**src/rtl/score_pkg.sv**
```systemverilog
// Shared definitions for the scoreboard serial report path.
package score_pkg;

  localparam logic [7:0]  PKT_HDR = 8'hA5;
  localparam int unsigned PKT_LEN = 5;

  typedef enum logic [1:0] {
    IDLE,
    LOAD,
    SEND,
    DONE
  } pkt_state_e;

endpackage

```
**src/rtl/uart_byte_tx.sv**
```systemverilog
// 8N1 byte transmitter, LSB first. A start request on the last cycle of a
// stop bit chains the next byte with no idle gap.
module uart_byte_tx #(
  parameter int unsigned BAUD_DIV = 434
) (
  input  logic       clk,
  input  logic       rstn,
  input  logic [7:0] byte_data,
  input  logic       start,
  output logic       tx,
  output logic       byte_done
);

  localparam int unsigned     CW        = (BAUD_DIV > 2) ? $clog2(BAUD_DIV) : 1;
  localparam logic [CW-1:0]   BAUD_LAST = CW'(BAUD_DIV - 1);

  logic [CW-1:0] baud_q, baud_d;
  logic [3:0]    bit_q, bit_d;
  logic [7:0]    shift_q, shift_d;
  logic          active_q, active_d;
  logic          tx_q, tx_d;

  assign byte_done = active_q && (baud_q == BAUD_LAST) && (bit_q == 4'd9);
  assign tx        = tx_q;

  // Bit/baud sequencing: bit 0 = start, 1..8 = data, 9 = stop.
  always_comb begin
    baud_d   = baud_q;
    bit_d    = bit_q;
    shift_d  = shift_q;
    active_d = active_q;
    tx_d     = tx_q;
    if (start && (!active_q || byte_done)) begin
      active_d = 1'b1;
      baud_d   = '0;
      bit_d    = '0;
      shift_d  = byte_data;
      tx_d     = 1'b0;
    end else if (active_q) begin
      if (baud_q == BAUD_LAST) begin
        baud_d = '0;
        if (bit_q == 4'd9) begin
          active_d = 1'b0;
          bit_d    = '0;
          tx_d     = 1'b1;
        end else begin
          bit_d = bit_q + 4'd1;
          if (bit_q == 4'd8) begin
            tx_d = 1'b1;
          end else begin
            tx_d    = shift_q[0];
            shift_d = {1'b0, shift_q[7:1]};
          end
        end
      end else begin
        baud_d = baud_q + CW'(1);
      end
    end
  end

  // Transmitter state; line idles high out of reset.
  always_ff @(posedge clk or negedge rstn) begin
    if (!rstn) begin
      baud_q   <= '0;
      bit_q    <= '0;
      shift_q  <= '0;
      active_q <= 1'b0;
      tx_q     <= 1'b1;
    end else begin
      baud_q   <= baud_d;
      bit_q    <= bit_d;
      shift_q  <= shift_d;
      active_q <= active_d;
      tx_q     <= tx_d;
    end
  end

endmodule

```
**src/rtl/score_report_tx.sv**
```systemverilog
// Snapshots the match state and sends it as a 5-byte UART packet:
// header, {team_sel, period}, score_a, score_b, xor checksum.
module score_report_tx
  import score_pkg::*;
#(
  parameter int unsigned BAUD_DIV = 434
) (
  input  logic       clk,
  input  logic       rstn,
  input  logic       send,
  input  logic [7:0] score_a,
  input  logic [7:0] score_b,
  input  logic [1:0] period,
  input  logic       team_sel,
  output logic       tx,
  output logic       busy,
  output logic       done
);

  pkt_state_e state_q, state_d;
  logic       pending_q, pending_d;
  logic [2:0] idx_q, idx_d;
  logic [7:0] b1_q, b1_d, sa_q, sa_d, sb_q, sb_d, chk_q, chk_d;
  logic       byte_start, byte_done;
  logic [7:0] byte_data, next_byte;

  assign busy = (state_q != IDLE) | pending_q;
  assign done = (state_q == DONE);

  // Byte following the one currently on the line.
  always_comb begin
    case (idx_q)
      3'd0:    next_byte = b1_q;
      3'd1:    next_byte = sa_q;
      3'd2:    next_byte = sb_q;
      default: next_byte = chk_q;
    endcase
  end

  // Packet FSM, snapshot capture and request tracking.
  // A send seen in IDLE is parked in pending and consumed on the next cycle,
  // so IDLE and DONE share the same pending->LOAD path; the header byte is
  // handed to the transmitter during LOAD, giving the 2-cycle packet gap.
  always_comb begin
    state_d    = state_q;
    pending_d  = pending_q | send;
    idx_d      = idx_q;
    b1_d       = b1_q;
    sa_d       = sa_q;
    sb_d       = sb_q;
    chk_d      = chk_q;
    byte_start = 1'b0;
    byte_data  = PKT_HDR;
    case (state_q)
      IDLE: begin
        if (pending_q) begin
          state_d   = LOAD;
          pending_d = send;
        end
      end
      LOAD: begin
        b1_d       = {5'b0, team_sel, period};
        sa_d       = score_a;
        sb_d       = score_b;
        chk_d      = PKT_HDR ^ {5'b0, team_sel, period} ^ score_a ^ score_b;
        idx_d      = '0;
        byte_start = 1'b1;
        byte_data  = PKT_HDR;
        state_d    = SEND;
      end
      SEND: begin
        if (byte_done) begin
          if (idx_q == 3'(PKT_LEN - 1)) begin
            state_d = DONE;
          end else begin
            idx_d      = idx_q + 3'd1;
            byte_start = 1'b1;
            byte_data  = next_byte;
          end
        end
      end
      DONE: begin
        if (pending_q) begin
          state_d   = LOAD;
          pending_d = send;
        end else if (send) begin
          state_d   = LOAD;
          pending_d = 1'b0;
        end else begin
          state_d = IDLE;
        end
      end
      default: state_d = IDLE;
    endcase
  end

  // Packet state registers.
  always_ff @(posedge clk or negedge rstn) begin
    if (!rstn) begin
      state_q   <= IDLE;
      pending_q <= 1'b0;
      idx_q     <= '0;
      b1_q      <= '0;
      sa_q      <= '0;
      sb_q      <= '0;
      chk_q     <= '0;
    end else begin
      state_q   <= state_d;
      pending_q <= pending_d;
      idx_q     <= idx_d;
      b1_q      <= b1_d;
      sa_q      <= sa_d;
      sb_q      <= sb_d;
      chk_q     <= chk_d;
    end
  end

  uart_byte_tx #(
    .BAUD_DIV(BAUD_DIV)
  ) u_byte_tx (
    .clk      (clk),
    .rstn     (rstn),
    .byte_data(byte_data),
    .start    (byte_start),
    .tx       (tx),
    .byte_done(byte_done)
  );

endmodule

```
**config.mk**
```make
export PLATFORM = sky130hd
export DESIGN_NAME = score_report_tx
export DESIGN_NICKNAME = d
export VERILOG_FILES = /design/src/rtl/score_pkg.sv /design/src/rtl/uart_byte_tx.sv /design/src/rtl/score_report_tx.sv
export SDC_FILE = /design/constraint.sdc
export NUM_CORES = 1
export LEC_CHECK = 0
export BUFFER_PORTS_ARGS = -buffer_cell sky130_fd_sc_hd__buf_2
export CAP_MARGIN = 15
export CORE_ASPECT_RATIO = 0.6
export CORE_MARGIN = 3
export CORE_UTILIZATION = 60
export DETAILED_ROUTE_END_ITERATION = 12
export HOLD_SLACK_MARGIN = 0.05
export PLACE_DENSITY = 0.88
export SLEW_MARGIN = 20
export SYNTH_ARGS = -nofsm -noshare
export SYNTH_HDL_FRONTEND = slang
export SYNTH_HIERARCHICAL = 1
export SYNTH_SLANG_ARGS = --single-unit
```
**constraint.sdc**
```tcl
create_clock -name clk -period 3.51 [get_ports clk]
set_input_delay 0 -clock clk [delete_from_list [all_inputs] [get_ports clk]]
set_output_delay 0 -clock clk [all_outputs]
set_load 0.02 [all_outputs]
```
==> impl_metrics.yaml, run 1 <==
floorplan:
  initial_core_util_pct: 65.12
  placeableCoreArea_sq_um: 4778
  site_row_count: 19
  io-pin-count: 25
  die_area_sq_um: 6115
  die_height_um: 61.79
  chipWidth_um: 98.97
final_layout:
  insertedDiodeCount: 0
  finalNetCount: 361
  fill_cell_total_of_the_finished_layout: 306
  final-instance-count-excl-fill: 390
  post_route_cells_drive_above_1_share_pct: 26.61
  area_growth_syn_to_layout_pct: 14.60
  finalCoreUtilization_pct: 74.63
critical_path:
  worst_r2r_endpoint: "u_byte_tx/shift_q[4]"
  timing.rr.start: "u_byte_tx/bit_q[1]"
  setup.worst_path.end_class: "register"
  cpMaxStageDelayCell: "sky130_fd_sc_hd__nor2b_1"
  worstSetupPathType: "reg2reg"
  crit_path_max_incr_delay_ns: 0.42
  crit_path_frequent_cell: "sky130_fd_sc_hd__nor2b_1"
  crit_path_end: "u_byte_tx/shift_q[4]"
  crit_path_max_fanout: 15
  critPathLaunchType: "register"
  crit_chain: "inv_1, ha_1, nand3b_1, nor4_1, and3_1, nor2_2, nor2b_1, buf_4, nor2b_1, and2b_2, a32o_1, mux2_2"
  timing.critical_path.from: "u_byte_tx/bit_q[1]"
  cp_data_required_time_ns: 3.70
  worstRegToRegCells: 12
  worstPathArrival_ns: 3.47
  r2r_setup_slack_ns: 0.24
timing:
  fin_crit_ns: 3.274
  worst_slew_pin_slew_ns: 0.8157
  finalHoldWorstSlack_ns: 0.1583
  slew_violations: 0
  timing.final.setup_violations: 0
  max_freq_mhz: 305.4
  totalNegativeSetupSlack_ns: 0
  relSlewSlack_pct: 45.29
  rsz0062_at_grt: "false"
  final.period_utilization_pct: 93.28
  worst_clock_skew_ns: 0.009073
  timing.final.hold_violations: 0
synthesis:
  netlist_top_cells_area: "sky130_fd_sc_hd__dfrtp_1 (44%), sky130_fd_sc_hd__mux2_2 (10%), sky130_fd_sc_hd__ha_1 (5.2%)"
  synth_top_area_share_pct: 44.23
  ys_types: 59
  share_of_synthesized_area_spent_on_multiplexers_pct: 10.86
  synthDominantAreaCellType: "sky130_fd_sc_hd__dfrtp_1"
  syn-instance-count: 281
  compound_gate_portion_of_the_synthesized_area_pct: 14.60
  syn_nets: 316
  number_of_synthesized_flops_with_an_enable_pin: 0
  synth_fa_ha_area_share_pct: 5.227
  postSynthRegisterBits: 56
  synth_top_family_by_area: "simple AND/OR/NAND/NOR gates"
  ys_seq_area_share_pct: 45.07
  postSynth.asyncResetShare_pct: 100.0
  synth.avg_cell_area_sq_um: 11.07
  yosys_warnings: 6
  synth.cell_area_sq_um: 3112
  synth-xor-area-share_pct: 4.745
  ys_dominant_reg_cell: "sky130_fd_sc_hd__dfrtp_1"
  synth-simple-area-share_pct: 15.32
drt:
  post-route-drc-count: 0
  drt-initial-drc-count: 164
  routed-via-count: 2341
  first_pass_iters: 4
  wl_um: 6747
  wl_per_cell_um: 17.30
  detail-route-antenna-nets: 0
  drt-vias-per-instance: 6.003
clocking:
  clock_tree.buffer_depth: 2
  cts_sinks: 56
  htreeDepth: 2
  tritoncts: "done"
  clock_tree_root_driver_cell: "sky130_fd_sc_hd__clkbuf_8"
  clk_pin_slew_ns: 0.09
  insertion_delay_ns: 0.31
  cts_made_buffers: 5
power_and_ir_drop:
  p_leak_nw: 1.508
  irDropWorstVdd_mv: 0.2252
  pwr_density_cell_nw_per_um2: 310.6
placement:
  dpl.hpwl_um: 4650
  port-buffer-count: 24
  placed_cells_incl_taps: 361
  gp_congestion: 0.7967
global_route:
  overflow: 0
  grt_util_all_layers_pct: 24.15
  grt_max_degree: 38
  grt_pass1_vias: 2363
  wire_length_of_the_first_global_routing_pass_um: 11540
  initial_antenna_violation_count: 0
worst_hold_path:
  holdCritPathClass: "in2async"
outcome:
  outcome: "complete, no violations"
run:
  maxCapViolCount: 0
==> through the flow <==
stage	power [mW]	setup slack, ns	instance area, sq um
2_1_floorplan	0.7224	0.4600	3112
3_3_place_gp	0.7564	0.5005	3274
3_5_place_dp	0.7606	0.3241	3274
4_1_cts	1.111	0.3084	3566
5_1_grt	1.147	0.07441	3566
6_report	1.107	0.2357	3566
==> routing by layer <==
metal / global-route usage (%) / share of wire, %
met1: 32.88 / 46
met2: 41.03 / 46
met3: 4.236 / 6.7
met4: 6.809 / 1.3
met5: 0 / 0
==> synthesized netlist by cell type (2+ instances only) <==
cell type                  count
sky130_fd_sc_hd__a21oi_1      10
sky130_fd_sc_hd__a21oi_2       4
sky130_fd_sc_hd__a222oi_1      3
sky130_fd_sc_hd__a22o_1        2
sky130_fd_sc_hd__a22oi_1       5
sky130_fd_sc_hd__a32o_1        9
sky130_fd_sc_hd__and2b_2       6
sky130_fd_sc_hd__and3_1        3
sky130_fd_sc_hd__buf_2         6
sky130_fd_sc_hd__buf_6         2
sky130_fd_sc_hd__clkbuf_1      2
sky130_fd_sc_hd__dfrtp_1      55
sky130_fd_sc_hd__ha_1         13
sky130_fd_sc_hd__inv_1        13
sky130_fd_sc_hd__mux2_2       29
sky130_fd_sc_hd__nand2_1      14
sky130_fd_sc_hd__nand2b_1      2
sky130_fd_sc_hd__nand3_1       5
sky130_fd_sc_hd__nand3b_1      2
sky130_fd_sc_hd__nand4_1       2
sky130_fd_sc_hd__nor2_1       20
sky130_fd_sc_hd__nor2b_1       3
sky130_fd_sc_hd__nor3_1        2
sky130_fd_sc_hd__nor3b_1       2
sky130_fd_sc_hd__o211ai_1      5
sky130_fd_sc_hd__o21ai_0      13
sky130_fd_sc_hd__o22ai_1       2
sky130_fd_sc_hd__or3_1         3
sky130_fd_sc_hd__xnor2_1      13
sky130_fd_sc_hd__xor2_1        2
==> critical path: cells and delay by family, from the launching register on <==
kind	cells	cell delay, ns
and+or+nand+nor	7	1.76
muxes	1	0.26
AOI/OAI and AO/OA	1	0.21
DFF	1	0.40
buffers and inverters	2	0.35
adders and majority gates	1	0.19
==> sequential cells by signal, indices dropped and copies added, names as in the netlist <==
name                flops
b1_q                    3
chk_q                   8
idx_q                   3
pending_q               1
sa_q                    8
sb_q                    8
state_q                 2
u_byte_tx/active_q      1
u_byte_tx/baud_q        9
u_byte_tx/bit_q         4
u_byte_tx/shift_q       8
u_byte_tx/tx            1
==> cells by family after synthesis <==
group / after synthesis
simple gates: 78
compound gates: 62
flops: 56
mux: 30
buf+inv: 26
xor+xnor: 16
fa+ha+maj: 13
==> final cells by class <==
type                            count  area, sq um  area share [%]
Tap cell                           63        78.83           2.211
Multi-Input combinational cell    199         1579           44.28
Clock inverter                      1        5.005          0.1404
Clock buffer                        7        76.32           2.140
Sequential cell                    56         1403           39.33
Inverter                           13        48.80           1.368
Timing Repair Buffer               51        375.4           10.53
==> worst min-delay path by stage <==
stage / endpoint / slack [ns] / cells past startpoint
6_report: sa_q[3] / 0.16 / 2
3_3_place_gp: sb_q[3] / -0.03 / 1
2_1_floorplan: b1_q[0] / -0.30 / 0
4_1_cts: sa_q[3] / 0.17 / 2
5_1_grt: chk_q[3] / 0.19 / 2
3_5_place_dp: sa_q[3] / -0.03 / 1
==> cell usage in the layout (no fill, tap or decap), types with 2 or more instances in the layout <==
cell type,count
sky130_fd_sc_hd__and2b_2,6
sky130_fd_sc_hd__inv_1,13
sky130_fd_sc_hd__nand3_1,5
sky130_fd_sc_hd__a22oi_1,5
sky130_fd_sc_hd__nor2b_1,3
sky130_fd_sc_hd__o22ai_1,2
sky130_fd_sc_hd__dfrtp_1,55
sky130_fd_sc_hd__buf_4,6
sky130_fd_sc_hd__xor2_1,2
sky130_fd_sc_hd__nor2_1,20
sky130_fd_sc_hd__nor3_1,2
sky130_fd_sc_hd__a222oi_1,3
sky130_fd_sc_hd__clkbuf_1,2
sky130_fd_sc_hd__a32o_1,9
sky130_fd_sc_hd__nand3b_1,2
sky130_fd_sc_hd__and3_1,3
sky130_fd_sc_hd__nor3b_1,2
sky130_fd_sc_hd__or3_1,3
sky130_fd_sc_hd__xnor2_1,13
sky130_fd_sc_hd__o211ai_1,5
sky130_fd_sc_hd__clkbuf_8,5
sky130_fd_sc_hd__a21oi_1,10
sky130_fd_sc_hd__ha_1,13
sky130_fd_sc_hd__nand2b_1,2
sky130_fd_sc_hd__o21ai_0,13
sky130_fd_sc_hd__dlygate4sd3_1,21
sky130_fd_sc_hd__mux2_2,29
sky130_fd_sc_hd__nand4_1,2
sky130_fd_sc_hd__buf_2,24
sky130_fd_sc_hd__a22o_1,2
sky130_fd_sc_hd__a21oi_2,4
sky130_fd_sc_hd__nand2_1,14
==> power by group <==
part           leakage, nW  total, mW  internal (mW)  switching, mW
Sequential           0.670      0.681          0.667         0.0140
Clock               0.0422      0.340          0.141          0.199
Combinational        0.796     0.0863         0.0487         0.0375
==> what timing repair did <==
item,CTS,global route
endpoints found under the hold margin,44,0
gates resized for setup,0,0
setup buffers,0,0
hold buffers,21,0
Power figures use the tool's default switching activity.
==> run 2: changes to the inputs <==
--- a/config.mk
+++ b/config.mk
@@ -10,9 +10,10 @@
 export CORE_ASPECT_RATIO = 0.6
 export CORE_MARGIN = 3
 export CORE_UTILIZATION = 60
+export CTS_CLUSTER_DIAMETER = 50
 export DETAILED_ROUTE_END_ITERATION = 12
 export HOLD_SLACK_MARGIN = 0.05
-export PLACE_DENSITY = 0.88
+export PLACE_DENSITY = 0.84
 export SLEW_MARGIN = 20
 export SYNTH_ARGS = -nofsm -noshare
 export SYNTH_HDL_FRONTEND = slang
==> impl_metrics.yaml, run 2 (synthesis gave the netlist of run 1 again) <==
floorplan:
  die_area_sq_um: 6115
  die_height_um: 61.79
  chipWidth_um: 98.97
  initial_core_util_pct: 65.12
  placeableCoreArea_sq_um: 4778
  site_row_count: 19
  io-pin-count: 25
drt:
  first_pass_iters: 5
  routed-via-count: 2388
  wl_per_cell_um: 18.19
  wl_um: 7095
  drt-vias-per-instance: 6.123
  drt-initial-drc-count: 227
  detail-route-antenna-nets: 0
  post-route-drc-count: 0
final_layout:
  insertedDiodeCount: 0
  flip_flop_count_of_the_largest_register_all_copies_and_words_added: 9
  finalCoreUtilization_pct: 75.41
  layout_commonest_cell: "sky130_fd_sc_hd__dfrtp_1"
  most-common-layout-cells: "sky130_fd_sc_hd__dfrtp_1 (55), sky130_fd_sc_hd__mux2_2 (29), sky130_fd_sc_hd__buf_2 (24)"
  post_route_cells_drive_above_1_share_pct: 27.52
  area_growth_syn_to_layout_pct: 15.80
  finalNetCount: 361
  register_bank_with_the_most_flops: "u_byte_tx/baud_q"
  multi_input_combinational_cell_area_sq_um: 1582
  seq_area_sq_um: 1403
  fill_cell_total_of_the_finished_layout: 318
global_route:
  overflow: 0
  use_met3_pct: 4.571
  wire_length_of_the_first_global_routing_pass_um: 12010
  grt_util_all_layers_pct: 25.28
  initial_antenna_violation_count: 0
  grt_busiest_layer: "met2"
  met1_usage_pct: 34.07
  grt.met2_usage_pct: 43.42
  grt_max_degree: 38
  grt_pass1_vias: 2392
placement:
  dpl.hpwl_um: 4712
  port-buffer-count: 24
  pre_cts_ws_ns: 0.2611
  gp_congestion: 0.7971
timing:
  finalHoldWorstSlack_ns: 0.3024
  layout_setup_ws_ns: 0.2212
  worst_slew_pin_slew_ns: 0.8362
  slew_violations: 0
  relSlewSlack_pct: 44.25
  timing.final.setup_violations: 0
  final.period_utilization_pct: 93.70
  totalNegativeSetupSlack_ns: 0
  timing.final.hold_violations: 0
  rsz0062_at_grt: "false"
  max_freq_mhz: 304.1
  fin_crit_ns: 3.289
  worst_clock_skew_ns: 0.009422
clocking:
  insertion_delay_ns: 0.32
  clock_tree.buffer_depth: 2
  clock_tree_root_driver_cell: "sky130_fd_sc_hd__clkbuf_8"
  cts_sinks: 56
  cts_setup_buffers: 0
  clk_pin_slew_ns: 0.11
  cts_made_buffers: 5
  tritoncts: "done"
  htreeDepth: 2
power_and_ir_drop:
  pwr_density_cell_nw_per_um2: 335.1
  irDropWorstVdd_mv: 0.2287
  p_leak_nw: 1.524
worst_hold_path:
  holdCritPathClass: "in2async"
critical_path:
  critPathLaunchType: "register"
  worstRegToRegCells: 12
  cp_data_required_time_ns: 3.71
  crit_path_end: "u_byte_tx/shift_q[2]"
  timing.critical_path.from: "u_byte_tx/bit_q[1]"
  timing.rr.start: "u_byte_tx/bit_q[1]"
  worstPathArrival_ns: 3.49
  setup.worst_path.end_class: "register"
  crit_path_max_fanout: 15
  r2r_setup_slack_ns: 0.22
  worstSetupPathType: "reg2reg"
  worst_r2r_endpoint: "u_byte_tx/shift_q[2]"
run:
  maxCapViolCount: 0
outcome:
  outcome: "complete, no violations"
==> run 2: changes by cell type in the layout (fill, tap and decap cells not counted) <==
cell / previous run / this run
sky130_fd_sc_hd__bufinv_16: 0 / 1
sky130_fd_sc_hd__clkbuf_1: 2 / 0
sky130_fd_sc_hd__clkinv_2: 1 / 0
sky130_fd_sc_hd__clkinv_4: 0 / 2
sky130_fd_sc_hd__nor2b_1: 3 / 2
sky130_fd_sc_hd__nor2b_2: 0 / 1
==> run 2: stage by stage <==
step	instances	cell area [sq um]	total power [mW]
finish	390	3603	1.207
CTS	390	3601	1.215
global route	390	3603	1.256
floorplan	281	3112	0.7224
detailed placement	361	3274	0.7613
global placement	361	3274	0.7573
==> run 2: report_power, final <==
part	switching, mW	internal [mW]
clock	0.224	0.215
sequential	0.0137	0.667
combinational	0.0388	0.0488
total	0.276	0.931
==> run 2: final cells by class <==
class,count,share of cell area (%)
Clock inverter,3,1.319
Inverter,13,1.354
Sequential cell,56,38.92
Clock buffer,5,1.910
Tap cell,63,2.187
Multi-Input combinational cell,199,43.89
Timing Repair Buffer,51,10.42
==> run 2: layer usage <==
metal	share of wire (%)	up-vias
met4	2.3	0
met1	46	1182
met2	46	85
met5	0	-
met3	5.4	22
li1	-	1099
==> run 2: worst min path at each step <==
stage | from | end
4_1_cts | rstn | sb_q[3]
6_report | rstn | sb_q[3]
2_1_floorplan | rstn | b1_q[0]
3_3_place_gp | rstn | sb_q[3]
3_5_place_dp | rstn | sb_q[3]
5_1_grt | rstn | sb_q[3]
==> run 2: worst max-delay path, stage by stage, from the launching register on <==
cell and delay [ns]:
sky130_fd_sc_hd__dfrtp_1 0.41, sky130_fd_sc_hd__inv_1 0.11, sky130_fd_sc_hd__ha_1 0.19, sky130_fd_sc_hd__nand3b_1 0.18, sky130_fd_sc_hd__nor4_1 0.42, sky130_fd_sc_hd__and3_1 0.28, sky130_fd_sc_hd__nor2_2 0.05, sky130_fd_sc_hd__nor2b_1 0.16
sky130_fd_sc_hd__buf_4 0.23, sky130_fd_sc_hd__nand2b_1 0.12, sky130_fd_sc_hd__a21oi_1 0.11, sky130_fd_sc_hd__nor3_2 0.51, sky130_fd_sc_hd__mux2_2 0.41
==> run 2: what timing repair did <==
item / CTS / global route
resized for setup: 0 / 1
hold buffers: 21 / 0
endpoints found under the setup margin: 0 / 9
endpoints found under the hold margin: 62 / 0
==> run 3: changes to the inputs <==
--- a/config.mk
+++ b/config.mk
@@ -5,6 +5,7 @@
 export SDC_FILE = /design/constraint.sdc
 export NUM_CORES = 1
 export LEC_CHECK = 0
+export ABC_AREA = 1
 export BUFFER_PORTS_ARGS = -buffer_cell sky130_fd_sc_hd__buf_2
 export CAP_MARGIN = 15
 export CORE_ASPECT_RATIO = 0.6
==> impl_metrics.yaml, run 3 <==
final_layout:
  finalNetCount: 481
  multi_input_combinational_cell_area_sq_um: 1508
  most-common-layout-cells: "sky130_fd_sc_hd__nand2_1 (136), sky130_fd_sc_hd__dfrtp_1 (55), sky130_fd_sc_hd__inv_1 (40)"
  flip_flop_count_of_the_largest_register_all_copies_and_words_added: 9
  final-instance-count-excl-fill: 510
  seq_area_sq_um: 1403
  post_route_cells_drive_above_1_share_pct: 13.42
  fill_cell_total_of_the_finished_layout: 369
  register_bank_with_the_most_flops: "u_byte_tx/baud_q"
  layout_commonest_cell: "sky130_fd_sc_hd__nand2_1"
  area_growth_syn_to_layout_pct: 15.97
  insertedDiodeCount: 0
power_and_ir_drop:
  irDropWorstVdd_mv: 0.2265
  pwr_density_cell_nw_per_um2: 332.3
  p_leak_nw: 1.867
synthesis:
  synth.cell_area_sq_um: 3157
  yosys.cell_count.top_type: "sky130_fd_sc_hd__nand2_1"
  ys_types: 35
  synthDominantAreaCellType: "sky130_fd_sc_hd__dfrtp_1"
  netlist_top_cells_count: "sky130_fd_sc_hd__nand2_1 (136), sky130_fd_sc_hd__dfrtp_1 (55), sky130_fd_sc_hd__inv_1 (40)"
  number_of_synthesized_flops_with_an_enable_pin: 0
  synth_top_area_share_pct: 43.60
  ys_seq_area_share_pct: 44.43
  postSynth.asyncResetShare_pct: 100.0
  synth.avg_cell_area_sq_um: 7.892
  syn-instance-count: 400
  yosys_warnings: 6
  ys_dominant_reg_cell: "sky130_fd_sc_hd__dfrtp_1"
  postSynthRegisterBits: 56
  syn_nets: 435
  netlist_top_cells_area: "sky130_fd_sc_hd__dfrtp_1 (44%), sky130_fd_sc_hd__nand2_1 (16%), sky130_fd_sc_hd__nand3_1 (5.9%)"
timing:
  fin_crit_ns: 2.639
  rsz0062_at_grt: "false"
  max_freq_mhz: 378.9
  worst_slew_pin_slew_ns: 0.6964
  timing.final.setup_violations: 0
  worst_clock_skew_ns: 0.006608
  final.period_utilization_pct: 75.19
  relSlewSlack_pct: 53.58
  timing.final.hold_violations: 0
  slew_violations: 0
  totalNegativeSetupSlack_ns: 0
  layout_setup_ws_ns: 0.8708
clocking:
  tritoncts: "done"
  clock_tree_root_driver_cell: "sky130_fd_sc_hd__clkbuf_8"
  htreeDepth: 2
  clk_pin_slew_ns: 0.10
  insertion_delay_ns: 0.31
  cts_sinks: 56
  clock_tree.buffer_depth: 2
  cts_made_buffers: 5
  post_cts_resize_count: 0
global_route:
  initial_antenna_violation_count: 0
  use_met3_pct: 5.369
  met1_usage_pct: 37.34
  wire_length_of_the_first_global_routing_pass_um: 12210
  grt.met2_usage_pct: 35.62
  overflow: 0
  grt_max_degree: 57
  grt_busiest_layer: "met1"
  grt_pass1_vias: 2607
  grt_util_all_layers_pct: 24.38
critical_path:
  critPathLaunchType: "register"
  cpMaxStageDelayCell: "sky130_fd_sc_hd__dfrtp_1"
  cp_data_required_time_ns: 3.72
  crit_chain: "inv_1, ha_1, nand2_1, nor2_4, nand2_4, nor3_1, nand3_2, a21oi_1, buf_4, nor2_4, inv_4, nand3_1, nor2_1, nand3_1, nand2_1, nor2_1"
  r2r_setup_slack_ns: 0.87
  worstRegToRegCells: 16
  crit_path_end: "u_byte_tx/baud_q[8]"
  worstSetupPathDepth: 16
  worstSetupPathType: "reg2reg"
  critPathBufInv: 3
  crit_path_max_incr_delay_ns: 0.41
  path_delay_family: "simple AND/OR/NAND/NOR gates"
  crit_path_max_fanout: 11
  worstPathArrival_ns: 2.85
  setup.worst_path.end_class: "register"
  timing.critical_path.from: "u_byte_tx/baud_q[1]"
  timing.rr.start: "u_byte_tx/baud_q[1]"
  worst_r2r_endpoint: "u_byte_tx/baud_q[8]"
placement:
  port-buffer-count: 24
  placed_cells_incl_taps: 480
  dpl.hpwl_um: 5006
  pre_cts_ws_ns: 0.9503
  gp_congestion: 0.8750
drt:
  routed-via-count: 2773
  detail-route-antenna-nets: 0
  wl_per_cell_um: 14.13
  drt-vias-per-instance: 5.437
  drt-initial-drc-count: 257
  first_pass_iters: 5
  post-route-drc-count: 0
  wl_um: 7205
floorplan:
  placeableCoreArea_sq_um: 4826
  chipWidth_um: 99.64
  io-pin-count: 25
  die_area_sq_um: 6196
  site_row_count: 19
  initial_core_util_pct: 65.41
  die_height_um: 62.19
outcome:
  outcome: "complete, no violations"
run:
  maxCapViolCount: 0
worst_hold_path:
  holdCritPathClass: "in2async"
run 3: cell count changes in the layout (fill, tap and decap cells not counted), moves of 9 or more:
| cell | delta |
|---|---|
| sky130_fd_sc_hd__nand2_1 | +122 |
| sky130_fd_sc_hd__nand3_1 | +32 |
| sky130_fd_sc_hd__mux2_2 | -29 |
| sky130_fd_sc_hd__inv_1 | +27 |
| sky130_fd_sc_hd__xnor2_1 | -13 |
| sky130_fd_sc_hd__a32o_1 | -9 |
run 3: logic make-up (layout without fill, tap and decap cells):
logic type                 after synthesis  count (layout)  share of synthesized area (%)
AOI/OAI and AO/OA                       49              49                          9.592
xor gates and xnor gates                 5               5                          1.387
adders and majority gates               13              13                          5.153
buffers and inverters                   57             104                          7.808
DFF                                     56              56                          44.43
and+or+nand+nor                        220             220                          31.63
run 3: report_power, final:
group | total, mW | switching [mW] | internal, mW
Sequential | 0.677 | 0.0127 | 0.664
Clock | 0.461 | 0.209 | 0.252
Combinational | 0.0788 | 0.0400 | 0.0388
run 3: worst min path at each step:
| stage | startpoint | end | slack [ns] | cells past startpoint |
|---|---|---|---|---|
| 2_1_floorplan | rstn | b1_q[0] | -0.30 | 0 |
| 3_3_place_gp | rstn | sb_q[0] | 0.18 | 2 |
| 3_5_place_dp | rstn | sb_q[0] | 0.17 | 2 |
| 4_1_cts | rstn | sb_q[0] | 0.37 | 3 |
| 5_1_grt | rstn | sb_q[0] | 0.40 | 3 |
| 6_report | rstn | sb_q[0] | 0.33 | 3 |
run 3: layout make-up:
type | instances | area share (%)
Multi-Input combinational cell | 287 | 41.18
Sequential cell | 56 | 38.31
Timing Repair Buffer | 50 | 10.12
Inverter | 46 | 4.785
Clock buffer | 7 | 2.632
Tap cell | 63 | 2.153
Clock inverter | 1 | 0.8202
run 3: worst min-delay path: cells and delay by family:
family / cells / cell delay (ns)
buf+inv: 3 / 1.14
run 3: routing by layer:
layer,up-vias,part of all wire (%),routed length [um]
met5,-,0,0
met4,0,0.53,38
met3,4,6.7,482
met2,91,42,3049
met1,1296,50,3634
li1,1382,-,-
run 3: metrics by stage:
stage | utilization [%] | hold WS, ns | total power, mW | instance area [sq um]
2_1_floorplan | - | -0.2956 | 0.7100 | 3157
3_3_place_gp | 68.68 | 0.1762 | 0.7450 | 3314
3_5_place_dp | 68.68 | 0.1727 | 0.7479 | 3314
4_1_cts | 75.86 | 0.3698 | 1.218 | 3661
5_1_grt | 75.86 | 0.3952 | 1.264 | 3661
6_report | 75.86 | 0.3259 | 1.217 | 3661
run 3: what timing repair did:
action,CTS,global route
setup buffers,0,0
hold endpoints to repair,83,0
hold buffers,22,0
